`config.mk`:
```
export PLATFORM = sky130hd
export DESIGN_NAME = shift_add_mult_seq_flat
export DESIGN_NICKNAME = d
export VERILOG_FILES = /design/src/rtl/mult_pkg.sv /design/src/rtl/shift_add_mult_seq_if.sv /design/src/rtl/sa_step.sv /design/src/rtl/shift_add_mult_seq.sv /design/src/flat_wrapper.sv
export SDC_FILE = /design/constraint.sdc
export NUM_CORES = 1
export LEC_CHECK = 0
export ABC_AREA = 1
export ABC_CLOCK_PERIOD_IN_PS = 1850
export CORE_MARGIN = 4
export CORE_UTILIZATION = 41
export DETAILED_ROUTE_END_ITERATION = 6
export GPL_TIMING_DRIVEN = 0
export MAX_ROUTING_LAYER = met4
export PLACE_DENSITY_LB_ADDON = 0.25
export RECOVER_POWER = 100
export SYNTH_ARGS = -nofsm -noshare
export SYNTH_HDL_FRONTEND = slang
export SYNTH_SLANG_ARGS = --single-unit
```
`constraint.sdc`:
```
create_clock -name i_clk -period 1.85 [get_ports i_clk]
set_input_delay 0.37 -clock i_clk [delete_from_list [all_inputs] [get_ports i_clk]]
set_output_delay 0.37 -clock i_clk [all_outputs]
set_load 0.05 [all_outputs]
```
`src/rtl/mult_pkg.sv`:
```
// Shared types and helpers for the sequential shift-and-add multiplier.
package mult_pkg;

  typedef enum logic [1:0] {
    StIdle = 2'd0,
    StRun  = 2'd1,
    StFix  = 2'd2
  } state_e;

  // Widest operand the helpers handle; products use twice this.
  localparam int unsigned MaxW     = 64;
  localparam int unsigned ProdMaxW = 2 * MaxW;

  function automatic int unsigned cnt_w(input int unsigned w);
    return (w > 2) ? $clog2(w) : 1;
  endfunction

  function automatic logic [ProdMaxW-1:0] neg2c(input logic [ProdMaxW-1:0] v);
    return ~v + ProdMaxW'(1);
  endfunction

  // Low w bits of the result hold |v| when sgn is set; the magnitude of -2^(w-1) still fits.
  function automatic logic [ProdMaxW-1:0] mag_of(input logic [MaxW-1:0] v,
                                                 input int unsigned   w,
                                                 input logic          sgn);
    logic [ProdMaxW-1:0] m;
    m = ProdMaxW'(v);
    if (sgn && v[w-1]) begin
      m = neg2c(m);
    end
    return m;
  endfunction

endpackage

```
`src/rtl/shift_add_mult_seq_if.sv`:
```
// Operand/result bundle of the multiplier; signal directions named from the multiplier's view.
interface shift_add_mult_seq_if #(
  parameter int unsigned DATA_WIDTH = 8
) ();

  logic                      i_start;
  logic                      i_signed;
  logic [DATA_WIDTH-1:0]     i_a;
  logic [DATA_WIDTH-1:0]     i_b;
  logic                      o_busy;
  logic                      o_done;
  logic [2*DATA_WIDTH-1:0]   o_product;

  modport master (
    output i_start, i_signed, i_a, i_b,
    input  o_busy, o_done, o_product
  );

  modport slave (
    input  i_start, i_signed, i_a, i_b,
    output o_busy, o_done, o_product
  );

endinterface

```
`src/rtl/sa_step.sv`:
```
// One shift-and-add iteration: conditional add of B, then {ACC, A} shifted right by one.
module sa_step #(
  parameter int unsigned DATA_WIDTH = 8
) (
  input  logic [DATA_WIDTH:0]   i_acc,
  input  logic [DATA_WIDTH-1:0] i_a,
  input  logic [DATA_WIDTH-1:0] i_b,
  output logic [DATA_WIDTH:0]   o_acc,
  output logic [DATA_WIDTH-1:0] o_a
);

  logic [DATA_WIDTH:0] w_sum;

  always_comb begin
    w_sum = i_acc + (i_a[0] ? {1'b0, i_b} : '0);
    o_acc = {1'b0, w_sum[DATA_WIDTH:1]};
    o_a   = {w_sum[0], i_a[DATA_WIDTH-1:1]};
  end

endmodule

```
`src/rtl/shift_add_mult_seq.sv`:
```
// Sequential shift-and-add multiplier: W iterations on magnitudes, then a sign-fix cycle.
module shift_add_mult_seq
  import mult_pkg::*;
#(
  parameter int unsigned DATA_WIDTH = 8,
  parameter bit          SIGNED_EN  = 1'b1
) (
  input  logic                 i_clk,
  input  logic                 i_rst_n,
  shift_add_mult_seq_if.slave  io_bus
);

  localparam int unsigned W    = DATA_WIDTH;
  localparam int unsigned PW   = 2 * DATA_WIDTH;
  localparam int unsigned CntW = cnt_w(DATA_WIDTH);
  localparam logic [CntW-1:0] CntLast = CntW'(DATA_WIDTH - 1);

  state_e          r_state, w_state_nxt;
  logic [W:0]      r_acc, w_acc_nxt;
  logic [W-1:0]    r_a, w_a_nxt;
  logic [W-1:0]    r_b, w_b_nxt;
  logic [CntW-1:0] r_cnt, w_cnt_nxt;
  logic            r_neg, w_neg_nxt;
  logic [PW-1:0]   r_product, w_product_nxt;
  logic            r_done, w_done_nxt;

  logic            w_signed_mode;
  logic [W-1:0]    w_a_mag, w_b_mag;
  logic [W:0]      w_step_acc;
  logic [W-1:0]    w_step_a;
  logic [PW-1:0]   w_raw, w_raw_neg;

  // Constant-folds away when signed operation is disabled.
  assign w_signed_mode = SIGNED_EN ? io_bus.i_signed : 1'b0;
  assign w_a_mag   = W'(mag_of(MaxW'(io_bus.i_a), W, w_signed_mode));
  assign w_b_mag   = W'(mag_of(MaxW'(io_bus.i_b), W, w_signed_mode));
  assign w_raw     = {r_acc[W-1:0], r_a};
  assign w_raw_neg = PW'(neg2c(ProdMaxW'(w_raw)));

  sa_step #(
    .DATA_WIDTH(DATA_WIDTH)
  ) u_sa_step (
    .i_acc (r_acc),
    .i_a   (r_a),
    .i_b   (r_b),
    .o_acc (w_step_acc),
    .o_a   (w_step_a)
  );

  always_comb begin
    w_state_nxt   = r_state;
    w_acc_nxt     = r_acc;
    w_a_nxt       = r_a;
    w_b_nxt       = r_b;
    w_cnt_nxt     = r_cnt;
    w_neg_nxt     = r_neg;
    w_product_nxt = r_product;
    w_done_nxt    = 1'b0;
    unique case (r_state)
      StIdle: begin
        if (io_bus.i_start) begin
          w_a_nxt     = w_a_mag;
          w_b_nxt     = w_b_mag;
          w_acc_nxt   = '0;
          w_cnt_nxt   = '0;
          w_neg_nxt   = w_signed_mode & (io_bus.i_a[W-1] ^ io_bus.i_b[W-1]);
          w_state_nxt = StRun;
        end
      end
      StRun: begin
        w_acc_nxt = w_step_acc;
        w_a_nxt   = w_step_a;
        w_cnt_nxt = r_cnt + CntW'(1);
        if (r_cnt == CntLast) begin
          w_state_nxt = StFix;
        end
      end
      StFix: begin
        w_product_nxt = r_neg ? w_raw_neg : w_raw;
        w_done_nxt    = 1'b1;
        w_state_nxt   = StIdle;
      end
      default: begin
        w_state_nxt = StIdle;
      end
    endcase
  end

  always_ff @(posedge i_clk) begin
    if (!i_rst_n) begin
      r_state   <= StIdle;
      r_acc     <= '0;
      r_a       <= '0;
      r_b       <= '0;
      r_cnt     <= '0;
      r_neg     <= 1'b0;
      r_product <= '0;
      r_done    <= 1'b0;
    end else begin
      r_state   <= w_state_nxt;
      r_acc     <= w_acc_nxt;
      r_a       <= w_a_nxt;
      r_b       <= w_b_nxt;
      r_cnt     <= w_cnt_nxt;
      r_neg     <= w_neg_nxt;
      r_product <= w_product_nxt;
      r_done    <= w_done_nxt;
    end
  end

  assign io_bus.o_busy    = (r_state != StIdle);
  assign io_bus.o_done    = r_done;
  assign io_bus.o_product = r_product;

endmodule

```
`src/flat_wrapper.sv`:
```
// flat-port wrapper written by rule: the top's interface ports become plain ports
module shift_add_mult_seq_flat import mult_pkg::*;
#(
  parameter int unsigned DATA_WIDTH = 8,
  parameter bit          SIGNED_EN  = 1'b1
)
  (i_clk, i_rst_n, io_bus_i_start, io_bus_i_signed, io_bus_i_a, io_bus_i_b, io_bus_o_busy, io_bus_o_done, io_bus_o_product);
  shift_add_mult_seq_if #(.DATA_WIDTH(DATA_WIDTH)) io_bus_i ();
  input  logic i_clk;
  input  logic i_rst_n;
  input wire logic [$bits(io_bus_i.i_start)-1:0] io_bus_i_start;
  input wire logic [$bits(io_bus_i.i_signed)-1:0] io_bus_i_signed;
  input wire logic [$bits(io_bus_i.i_a)-1:0] io_bus_i_a;
  input wire logic [$bits(io_bus_i.i_b)-1:0] io_bus_i_b;
  output wire logic [$bits(io_bus_i.o_busy)-1:0] io_bus_o_busy;
  output wire logic [$bits(io_bus_i.o_done)-1:0] io_bus_o_done;
  output wire logic [$bits(io_bus_i.o_product)-1:0] io_bus_o_product;
  assign io_bus_i.i_start = io_bus_i_start;
  assign io_bus_i.i_signed = io_bus_i_signed;
  assign io_bus_i.i_a = io_bus_i_a;
  assign io_bus_i.i_b = io_bus_i_b;
  assign io_bus_o_busy = io_bus_i.o_busy;
  assign io_bus_o_done = io_bus_i.o_done;
  assign io_bus_o_product = io_bus_i.o_product;
  shift_add_mult_seq #(.DATA_WIDTH(DATA_WIDTH), .SIGNED_EN(SIGNED_EN)) u_core (.i_clk(i_clk), .i_rst_n(i_rst_n), .io_bus(io_bus_i));
endmodule
```
# Yosys cells after proc, flatten, opt, wreduce, memory -nomap -nowiden
# Index checks and enable logic that the tools add are counted.
[totals]
reg_bits = 48
out_inout_bits = 18
word_cells = 45
in_bits = 20
[op_classes]
reduce_logical = 8
mux = 14
bitwise_logic = 5
eq_ne = 5
addsub = 5
[ops]
columns = ["operator", "n"]
rows = [
  ["$mux 8", 4],
  ["$pmux 9 s2", 1],
  ["$add 16x1->16 const B", 1],
  ["$add 8x1->8 const B", 2],
  ["$mux 16", 1],
  ["$not 16->16", 1],
  ["$not 8->8", 2],
  ["$pmux 8 s2", 1],
  ["$add 9x9->9", 1],
  ["$mux 9", 1],
  ["$pmux 3 s2", 1],
  ["$reduce_and 2->1", 3],
  ["$mux 2", 2],
  ["$pmux 2 s2", 1],
  ["$reduce_bool 2->1", 2],
  ["$add 3x1->3 const B", 1],
  ["$eq 3x3->1 const B", 1],
  ["$mux 3", 1],
  ["$eq 2x1->1 const B", 1],
  ["$eq 2x2->1 const B", 1],
  ["$logic_and 1x1->1", 2],
  ["$logic_not 2->1", 1],
  ["$ne 2x1->1 const B", 1],
  ["$ne 2x2->1 const B", 1],
  ["other kinds (3)", 3],
]

# Longest topological paths before layout
# Gate-level depths: netlist of run 1.
[logic_depth]
depth_word = 5
ltp_mapped = 12
mapped_depth_nobuf = 11

# By module
# A second synthesis of run 1 with hierarchy kept.
[hier_totals]
cells_unflattened = 457
hier_area_um2 = 3046.7
[modules_own_cells]
columns = ["module", "cells_per_inst", "n_inst", "seq_area_each_um2", "area_per_inst_um2"]
rows = [
  ["shift_add_mult_seq", 361, 1, 960.9, 2532.4],
  ["sa_step", 96, 1, 0.0, 514.2],
]

# Least setup slack after synthesis of run 1
# OpenSTA, ideal clock, no wires.
[synth_path]
kind = "register to register"
startpoint = "reg u_core.r_a[0]"
endpoint = "reg u_core.r_acc[3]"
synth_period_minus_slack_ns = 1.658
required_time_ns = 1.780
path_buffers = 1
setup_slack_ns = 0.192
path_stages_with_launch = 11
arrival_time_ns = 1.587
setup_time_ns = 0.070
path_cell_list = "dfxtp_1 -> buf_2 -> nand2_1 -> inv_1 -> ha_1 -> fa_1 -> nand3_1 -> nand3_1 -> a21oi_1 -> o21ai_1 -> a21oi_1"
[synth_via]
elab_chain_cells = 3
[synth_lines]
columns = ["element", "line_no", "source"]
rows = [
  ["from (decl)", "shift_add_mult_seq.sv:20", "logic [W-1:0] r_a, w_a_nxt;"],
  ["from (signal assigned)", "shift_add_mult_seq.sv:102", "r_a <= w_a_nxt;"],
  ["$mux 8", "sa_step.sv:15", "w_sum = i_acc + (i_a[0] ? {1'b0, i_b} : '0);"],
  ["$add 9x9->9", "sa_step.sv:15", ""],
  ["$pmux 9 s2", "shift_add_mult_seq.sv:59", "unique case (r_state)"],
  ["to (signal assigned)", "shift_add_mult_seq.sv:101", "r_acc <= w_acc_nxt;"],
  ["to (decl)", "shift_add_mult_seq.sv:19", "logic [W:0] r_acc, w_acc_nxt;"],
]
# Every way passes these cells.
# A chain may end at the register's enable or synchronous reset.

# Worst setup path in the final report of run 1
[layout_path]
startpoint = "reg u_core.r_product[10] (netlist: u_core.io_bus.o_product[10])"
endpoint = "out io_bus_o_product[10]"
[layout_lines]
columns = ["element", "line_no", "source"]
rows = [
  ["from (decl)", "shift_add_mult_seq.sv:24", "logic [PW-1:0] r_product, w_product_nxt;"],
  ["from (signal assigned)", "shift_add_mult_seq.sv:106", "r_product <= w_product_nxt;"],
  ["to (decl)", "flat_wrapper.sv:17", "output wire logic [$bits(io_bus_i.o_product)-1:0] io_bus_o_product;"],
]
# No word-level cell between the ends.

==> out/summary.txt, run 1 <==
Count of antenna-violating nets left after detailed routing - 0
Filler instances - 700
Area of combinational cells with multiple inputs - 1630 um^2
Worst r2r src - u_core.r_a[0]
Core Area - 6790 um^2
Net count of the mapped netlist - 472
Overall die width - 91.5 um
Number of standard cells after synthesis - 438
Clock network latency to the later pin of the worst-skew pair - 0.31 ns
Slew headroom - 59.6%
Final period demand of the worst path - 1.81 ns
Height of the chip - 91.5 um
DPL Wire Length - 5.36 mm
Worst hold path startpoint - u_core.r_cnt[1]
Initial Util - 42.1%
Sequential area share after synthesis - 32.9%
Critical Path Source Type - flop
R2R Path End - u_core.r_acc[4]
Count of placed standard cells in the final layout, fillers left out - 579
Number of global-route vias before repair - 2690
# DRC - 0
Maximum clock insertion buffer count - 2
Placed Cells - 571
Number of antenna violations at the first check in global routing - 0
Mean area per synthesized cell - 6.53 um^2
Ordered list of cells on the worst path - clkdlybuf4s50_1
Row cnt - 30
Worst R2R Path Depth - 11
Most common library cell in the layout ignoring fill and taps - sky130_fd_sc_hd__nand2_1
Total clock buffers created by CTS - 5
Reported leakage power - 1.61 nW
Total of endpoints with negative setup slack in the final report - 0
TritonCTS clock tree - done
Number of unique standard cell types used by synthesis - 29
Aggregate routed wire length - 6.93 mm
Number of instances on the worst hold path - 2
Routed WL per cell - 12.0 um
Data arrival time of the worst path - 1.44 ns
Final weighted congestion in routability-driven placement - 0.934
Required time at the endpoint of the critical path - 1.48 ns
Global-route wire length before repair - 11.9 mm
Max stage delay cell, worst path - sky130_fd_sc_hd__clkdlybuf4s50_1
Synthesized area - 2860 um^2
Full die area - 8380 um^2
Total global routing overflow - 0
Max Freq - 552 MHz
Minimum hold slack - 0.472 ns
Period Utilization, post-route - 97.8%
Leading area contributor after synthesis - sky130_fd_sc_hd__dfxtp_1
Commonest non-fill, non-tap cells in the layout - sky130_fd_sc_hd__nand2_1, sky130_fd_sc_hd__inv_1, sky130_fd_sc_hd__dfxtp_1
Vias - 2856
Fraction of layout instances using a drive strength above 1 - 8.49%
Area share of the largest cell type after synthesis - 32.9%
Library cell used as clock root buffer - sky130_fd_sc_hd__clkbuf_8
Pre-antenna DRT Iters - 5
Number of vias per cell after detailed routing - 4.93
Number of top-level design ports - 38
Total of flip-flops plus latches after synthesis - 47
First-iteration detailed-routing DRC count - 134
Register area - 941 um^2
TritonCTS sink count - 47
Setup repair after global routing missed its margin - false
Syn-to-layout area delta - 19.2%
Number of buffers inserted to repair setup after CTS - 0
End point of the worst hold path - u_core.r_cnt[1]
Worst IR Drop VDD - 0.375 mV
Count of final hold-check violations - 0
Family with the most delay on the worst path - buffers and inverters
Level count of the clock H-tree - 2
Clock-pin slew on the worst setup and hold paths - 0.10 ns
Antenna Diode Count - 0
Class of the tightest hold or removal check - reg -> reg
Maximum capacitance violations - 0
Number of nets in the final layout - 516
Endpoint kind of the worst setup timing path - primary output
Worst-case clock skew - 0.00742 ns
Total Routing Usage GR - 17.4%
Pwr dens - 662 nW/um^2
Worst path max stage delay - 0.80 ns
YS warnings - 0
Number of port buffers - 37
Worst-margin pin slew - 0.608 ns
Cell types occupying the most area after synthesis - sky130_fd_sc_hd__dfxtp_1, sky130_fd_sc_hd__nand2_1, sky130_fd_sc_hd__a21oi_1
WS Path Type - reg -> out
Slack of the worst reg-to-reg path - 0.13 ns
Largest net degree at the start of global routing - 17
Maximum fanout count along the critical path - 2
Min setup slack post-route - 0.0399 ns
Slew Viols, Final - 0
Run status - finished, final reports clean
Buf/Inv on CP - 1
Post-Place Setup Slack - -0.0491 ns
[Yosys cell counts]
library cell               number
sky130_fd_sc_hd__nor2_8         2
sky130_fd_sc_hd__nor3_1         1
sky130_fd_sc_hd__o211ai_1       1
sky130_fd_sc_hd__buf_1          1
sky130_fd_sc_hd__nand3_1       35
sky130_fd_sc_hd__xor2_1         8
sky130_fd_sc_hd__o31ai_1        1
sky130_fd_sc_hd__a31oi_1        4
sky130_fd_sc_hd__nand4_1        8
sky130_fd_sc_hd__nor2_1        46
sky130_fd_sc_hd__clkbuf_1       3
sky130_fd_sc_hd__o21bai_1       1
sky130_fd_sc_hd__ha_1          13
sky130_fd_sc_hd__nor2_4         1
sky130_fd_sc_hd__nand3b_1       3
sky130_fd_sc_hd__o21ai_0        6
sky130_fd_sc_hd__a22oi_1        4
sky130_fd_sc_hd__buf_2          8
sky130_fd_sc_hd__o21a_1         1
sky130_fd_sc_hd__inv_1         50
sky130_fd_sc_hd__nand2_2        4
sky130_fd_sc_hd__o21ai_1       23
sky130_fd_sc_hd__a21oi_1       46
sky130_fd_sc_hd__nor2_2         2
sky130_fd_sc_hd__nand2_1      102
sky130_fd_sc_hd__fa_1           1
sky130_fd_sc_hd__buf_4          2
sky130_fd_sc_hd__inv_2         14
sky130_fd_sc_hd__dfxtp_1       47
[flip-flops by register name, indices dropped and copies added (netlist names)]
| signal | count |
|---|---|
| u_core.r_cnt | 3 |
| u_core.r_state | 2 |
| u_core.r_a | 8 |
| u_core.io_bus.o_done | 1 |
| u_core.io_bus.o_product | 16 |
| u_core.r_acc | 8 |
| u_core.r_neg | 1 |
| u_core.r_b | 8 |
[logic make-up after synthesis]
family / Yosys count / share of synthesized area, %
AOI/OAI and AO/OA: 87 / 16.1
xor gates and xnor gates: 8 / 2.45
adders and majority gates: 14 / 6.38
buffers and inverters: 78 / 10.8
DFF: 47 / 32.9
and+or+nand+nor: 204 / 31.4
[power breakdown]
group	internal, mW	total [mW]	switching, mW
clock network	0.410	0.786	0.376
registers	1.05	1.08	0.0334
logic	0.149	0.390	0.240
total	1.61	2.26	0.650
[how the worst max path moves through the flow]
stage          slack [ns]  depth (start not counted)                          end                   startpoint
6_report             0.04                          1         io_bus_o_product[10]  u_core.io_bus.o_product[10]
5_1_grt             0.001                         11              u_core.r_acc[4]                u_core.r_a[0]
4_1_cts              0.02                          1          io_bus_o_product[6]   u_core.io_bus.o_product[6]
3_5_place_dp        -0.05                          6  u_core.io_bus.o_product[14]                      i_rst_n
3_3_place_gp        -0.03                          6  u_core.io_bus.o_product[14]                      i_rst_n
2_1_floorplan        0.19                         10              u_core.r_acc[3]                u_core.r_a[0]
[area by class of cell]
class / instances / share of cell area [%]
Buffer: 14 / 2.16
Tap cell: 96 / 3.52
Inverter: 64 / 7.04
Multi-Input combinational cell: 313 / 47.7
Sequential cell: 47 / 27.6
Clock buffer: 5 / 2.02
Clock inverter: 3 / 1.39
Timing Repair Buffer: 37 / 8.58
[per-layer routing]
layer	GRT usage [%]	share of wire, %	up-vias
met5	-	0	-
met4	4.52	0.85	0
met3	2.82	5.4	8
met2	29.3	47	68
met1	21.6	47	1272
li1	-	-	1508
[per-stage QoR]
step / TNS, ns / area (um^2) / util [%] / power (mW)
3_3_place_gp: -0.248 / 3350 / 49.3 / 1.49
4_1_cts: 0 / 3470 / 51.0 / 2.28
5_1_grt: 0 / 3410 / 50.2 / 2.37
3_5_place_dp: -0.330 / 3350 / 49.3 / 1.50
6_report: 0 / 3410 / 50.2 / 2.26
2_1_floorplan: 0 / 2860 / - / 1.37
[timing repair]
action | CTS | global route
hold endpoints to repair | 0 | 0
resized for setup | 3 | 21
endpoints found under the setup margin | 3 | 16
gates cloned | 0 | 0
hold buffers | 0 | 0
pin swaps | 0 | 2
No activity file was read; power rests on OpenSTA's default activity.
==> run 2: changes to the inputs <==
--- a/config.mk
+++ b/config.mk
@@ -11,7 +11,6 @@
 export CORE_UTILIZATION = 41
 export DETAILED_ROUTE_END_ITERATION = 6
 export GPL_TIMING_DRIVEN = 0
-export MAX_ROUTING_LAYER = met4
 export PLACE_DENSITY_LB_ADDON = 0.25
 export RECOVER_POWER = 100
 export SYNTH_ARGS = -nofsm -noshare
==> out/summary.txt, run 2 (same netlist as run 1, synthesis figures left out) <==
Run status - finished, final reports clean
Core Area - 6790 um^2
TritonCTS clock tree - done
Worst IR Drop VDD - 0.367 mV
Launch point of the critical path - u_core.io_bus.o_product[10]
Endpoint kind of the worst setup timing path - primary output
Antenna Diode Count - 0
Commonest non-fill, non-tap cells in the layout - sky130_fd_sc_hd__nand2_1, sky130_fd_sc_hd__inv_1, sky130_fd_sc_hd__dfxtp_1
Data arrival time of the worst path - 1.44 ns
Vias - 2863
Initial Util - 42.1%
Number of buffers inserted to repair setup after CTS - 0
WS Path Type - reg -> out
Maximum capacitance violations - 0
Setup repair after global routing missed its margin - false
Worst-margin pin slew - 0.608 ns
Maximum clock insertion buffer count - 2
End point of the worst hold path - u_core.r_cnt[1]
Count of antenna-violating nets left after detailed routing - 0
Overall power - 2.26 mW
Required time at the endpoint of the critical path - 1.48 ns
Final period demand of the worst path - 1.81 ns
Filler instances - 702
TritonCTS sink count - 47
Fin util - 50.3%
Library cell used as clock root buffer - sky130_fd_sc_hd__clkbuf_8
Number of vias per cell after detailed routing - 4.94
Cell depth of the worst setup path - 1
# DRC - 0
Period Utilization, post-route - 97.7%
R2R Path End - u_core.r_acc[3]
Pre-antenna DRT Iters - 5
Slew headroom - 59.6%
Count of placed standard cells in the final layout, fillers left out - 579
Routed WL per cell - 12.1 um
Post-Place Setup Slack - -0.0491 ns
Worst r2r src - u_core.r_a[0]
Max Freq - 553 MHz
Pwr dens - 662 nW/um^2
Global-route wire length before repair - 12.0 mm
Worst hold path startpoint - u_core.r_cnt[1]
Critical Path Source Type - flop
Slack of the worst reg-to-reg path - 0.13 ns
Row cnt - 30
Min setup slack post-route - 0.0420 ns
Worst R2R Path Depth - 10
Final weighted congestion in routability-driven placement - 0.918
Number of global-route vias before repair - 2686
Overall die width - 91.5 um
Max FFs per register - 16
Clock-pin slew on the worst setup and hold paths - 0.10 ns
Worst-case clock skew - 0.00931 ns
Slew Viols, Final - 0
Clock network latency to the later pin of the worst-skew pair - 0.31 ns
DPL Wire Length - 5.36 mm
Buf/Inv on CP - 1
Ordered list of cells on the worst path - clkdlybuf4s50_1
Full die area - 8380 um^2
Maximum fanout count along the critical path - 2
Family with the most delay on the worst path - buffers and inverters
Worst path max stage delay - 0.80 ns
Number of top-level design ports - 38
Total Routing Usage GR - 17.0%
Class of the tightest hold or removal check - reg -> reg
Count of final hold-check violations - 0
Syn-to-layout area delta - 19.3%
Level count of the clock H-tree - 2
Fraction of layout instances using a drive strength above 1 - 8.49%
First-iteration detailed-routing DRC count - 136
Most common library cell in the layout ignoring fill and taps - sky130_fd_sc_hd__nand2_1
Max stage delay cell, worst path - sky130_fd_sc_hd__clkdlybuf4s50_1
Largest net degree at the start of global routing - 17
Total negative slack - 0 ns
Total global routing overflow - 0
Number of instances on the worst hold path - 2
Number of nets in the final layout - 516
Number of port buffers - 37
Placed Cells - 571
Total clock buffers created by CTS - 5
Height of the chip - 91.5 um
Reported leakage power - 1.62 nW
Total of endpoints with negative setup slack in the final report - 0
Aggregate routed wire length - 7.00 mm
Number of antenna violations at the first check in global routing - 0
==> run 2: cell types whose count changed in the layout (fill, tap and decap cells not counted) <==
cell                       before  now
sky130_fd_sc_hd__nand2_2        3    4
sky130_fd_sc_hd__o21ai_0       12   14
sky130_fd_sc_hd__buf_2          5    6
sky130_fd_sc_hd__inv_1         52   54
sky130_fd_sc_hd__clkbuf_1      18   17
sky130_fd_sc_hd__inv_2         12   10
sky130_fd_sc_hd__o21ai_1       17   15
sky130_fd_sc_hd__nand2_1      103  102
==> run 2: power by group <==
| part | switching [mW] | total, mW | internal [mW] |
|---|---|---|---|
| logic | 0.242 | 0.392 | 0.150 |
| clock network | 0.378 | 0.788 | 0.410 |
| registers | 0.0339 | 1.08 | 1.05 |
==> run 2: area by class of cell <==
cell class | count | area (um^2) | area share [%]
plain buffers | 14 | 75.1 | 2.20
clock buffers | 5 | 68.8 | 2.02
clock inverters | 3 | 47.5 | 1.39
inverters | 64 | 240 | 7.04
multi-input cells | 313 | 1630 | 47.7
flip-flops and latches | 47 | 941 | 27.6
well taps | 96 | 120 | 3.52
repair buffers | 37 | 293 | 8.57
==> run 2: how the worst max path moves through the flow <==
stage,to,slack (ns)
CTS,io_bus_o_product[6],0.02
finish,io_bus_o_product[10],0.04
detailed placement,u_core.io_bus.o_product[14],-0.05
floorplan,u_core.r_acc[3],0.19
global route,u_core.r_acc[4],0.002
global placement,u_core.io_bus.o_product[14],-0.03
==> run 2: timing repair <==
item	4_1_cts	5_1_grt
gates cloned	0	0
endpoints found under the setup margin	3	16
gates resized for setup	3	21
hold buffers	0	0
hold endpoints to repair	0	0
pin swaps	0	2
==> run 2: routing by layer <==
layer / wire length, um / share of wire [%] / global-route usage, % / vias to the layer above
met1: 3270 / 47 / 21.8 / 1270
met4: 107 / 1.5 / 4.52 / 0
met3: 382 / 5.5 / 2.82 / 11
li1: - / - / - / 1504
met5: 0 / 0 / 0 / -
met2: 3240 / 46 / 29.3 / 78
==> run 2: metrics by stage <==
step	hold slack, ns	area [um^2]
floorplan	0.443	2860
global placement	0.450	3350
detailed placement	0.458	3350
CTS	0.473	3470
global route	0.494	3410
finish	0.472	3410
==> run 3: changes to the inputs <==
--- a/config.mk
+++ b/config.mk
@@ -10,7 +10,7 @@
 export CORE_MARGIN = 4
 export CORE_UTILIZATION = 41
 export DETAILED_ROUTE_END_ITERATION = 6
-export GPL_TIMING_DRIVEN = 0
+export MAX_ROUTING_LAYER = met4
 export PLACE_DENSITY_LB_ADDON = 0.25
 export RECOVER_POWER = 100
 export SYNTH_ARGS = -nofsm -noshare
==> out/summary.txt, run 3 (same netlist as run 1, synthesis figures left out) <==
DPL Wire Length - 5.05 mm
Number of antenna violations at the first check in global routing - 0
Maximum capacitance violations - 0
Slack of the worst reg-to-reg path - 0.18 ns
Worst R2R Path Depth - 9
Run status - finished, final reports clean
Worst path max stage delay - 0.79 ns
Critical Path Source Type - flop
End point of the worst hold path - u_core.r_cnt[1]
Fraction of layout instances using a drive strength above 1 - 7.53%
Number of global-route vias before repair - 2524
Worst IR Drop VDD - 0.272 mV
Count of placed standard cells in the final layout, fillers left out - 574
Most common library cell in the layout ignoring fill and taps - sky130_fd_sc_hd__nand2_1
Number of vias per cell after detailed routing - 4.90
Global-route wire length before repair - 11.6 mm
Library cell used as clock root buffer - sky130_fd_sc_hd__clkbuf_8
Largest net degree at the start of global routing - 29
Family with the most delay on the worst path - buffers and inverters
Max FFs per register - 16
Number of top-level design ports - 38
Total Routing Usage GR - 16.9%
Max Freq - 565 MHz
Setup repair after global routing missed its margin - false
Full die area - 8380 um^2
Overall die width - 91.5 um
R2R Path End - u_core.r_acc[3]
Count of final hold-check violations - 0
Number of nets in the final layout - 511
Minimum hold slack - 0.473 ns
Aggregate routed wire length - 6.72 mm
Clock-pin slew on the worst setup and hold paths - 0.08 ns
Maximum clock insertion buffer count - 2
Clock network latency to the later pin of the worst-skew pair - 0.30 ns
Filler instances - 718
Worst hold path startpoint - u_core.r_cnt[1]
Placed Cells - 566
Row cnt - 30
Total of endpoints with negative setup slack in the final report - 0
WS Path Type - reg -> out
Vias - 2811
Period Utilization, post-route - 95.7%
Number of buffers inserted to repair setup after CTS - 0
Worst-margin pin slew - 0.800 ns
Class of the tightest hold or removal check - reg -> reg
Final weighted congestion in routability-driven placement - 0.889
Pwr dens - 627 nW/um^2
Maximum fanout count along the critical path - 1
# DRC - 0
Commonest non-fill, non-tap cells in the layout - sky130_fd_sc_hd__nand2_1, sky130_fd_sc_hd__inv_1, sky130_fd_sc_hd__nor2_1, sky130_fd_sc_hd__a21oi_1, sky130_fd_sc_hd__dfxtp_1
Initial Util - 42.1%
Worst-case clock skew - 0.00615 ns
Buf/Inv on CP - 1
Count of antenna-violating nets left after detailed routing - 0
Data arrival time of the worst path - 1.40 ns
Slew headroom - 46.6%
First-iteration detailed-routing DRC count - 139
Total global routing overflow - 0
Max stage delay cell, worst path - sky130_fd_sc_hd__clkdlybuf4s50_1
Final period demand of the worst path - 1.77 ns
Pre-antenna DRT Iters - 5
Reported leakage power - 1.57 nW
Antenna Diode Count - 0
Syn-to-layout area delta - 15.6%
Worst r2r src - u_core.r_a[0]
Required time at the endpoint of the critical path - 1.48 ns
TritonCTS sink count - 47
Number of port buffers - 37
Ordered list of cells on the worst path - clkdlybuf4s50_1
TritonCTS clock tree - done
Slew Viols, Final - 0
Total clock buffers created by CTS - 5
Launch point of the critical path - u_core.io_bus.o_done
Overall power - 2.08 mW
Height of the chip - 91.5 um
Level count of the clock H-tree - 2
Routed WL per cell - 11.7 um
Endpoint kind of the worst setup timing path - primary output
Number of instances on the worst hold path - 2
Core Area - 6790 um^2
Total negative slack - 0 ns
Fin util - 48.7%
[run 3: area by class of cell]
type | instances | area, um^2 | area share [%]
Sequential cell | 47 | 942 | 28.5
Inverter | 64 | 240 | 7.26
Timing Repair Buffer | 46 | 324 | 9.80
Tap cell | 96 | 120 | 3.63
Multi-Input combinational cell | 313 | 1600 | 48.3
Clock buffer | 6 | 72.6 | 2.19
Clock inverter | 2 | 12.5 | 0.378
[run 3: where the power goes]
part	switching [mW]	internal, mW	leakage, nW
clock	0.353	0.265	0.0412
sequential	0.0448	1.05	0.383
combinational	0.221	0.144	1.14
[run 3: through the flow]
stage / cell area [um^2] / worst slack, ns
detailed placement: 3320 / 0.117
finish: 3310 / 0.0798
CTS: 3410 / 0.0655
floorplan: 2860 / 0.192
global route: 3310 / 0.0293
global placement: 3320 / 0.162
[run 3: how the worst max path moves through the flow]
stage / endpoint / cells past startpoint
2_1_floorplan: u_core.r_acc[3] / 10
3_3_place_gp: u_core.r_acc[3] / 9
3_5_place_dp: u_core.r_acc[3] / 9
4_1_cts: io_bus_o_done / 1
5_1_grt: io_bus_o_done / 1
6_report: io_bus_o_done / 1
[run 3: timing repair]
action / in CTS / in global routing
hold buffers: 0 / 0
resized for setup: 0 / 2
endpoints found under the setup margin: 0 / 5
[run 3: layer usage]
layer / share of wire [%] / vias to the layer above / global-route usage [%]
li1: - / 1494 / -
met1: 47 / 1241 / 21.6
met2: 46 / 68 / 27.8
met3: 5.7 / 8 / 2.40
met4: 1.4 / 0 / 4.77
met5: 0 / - / -
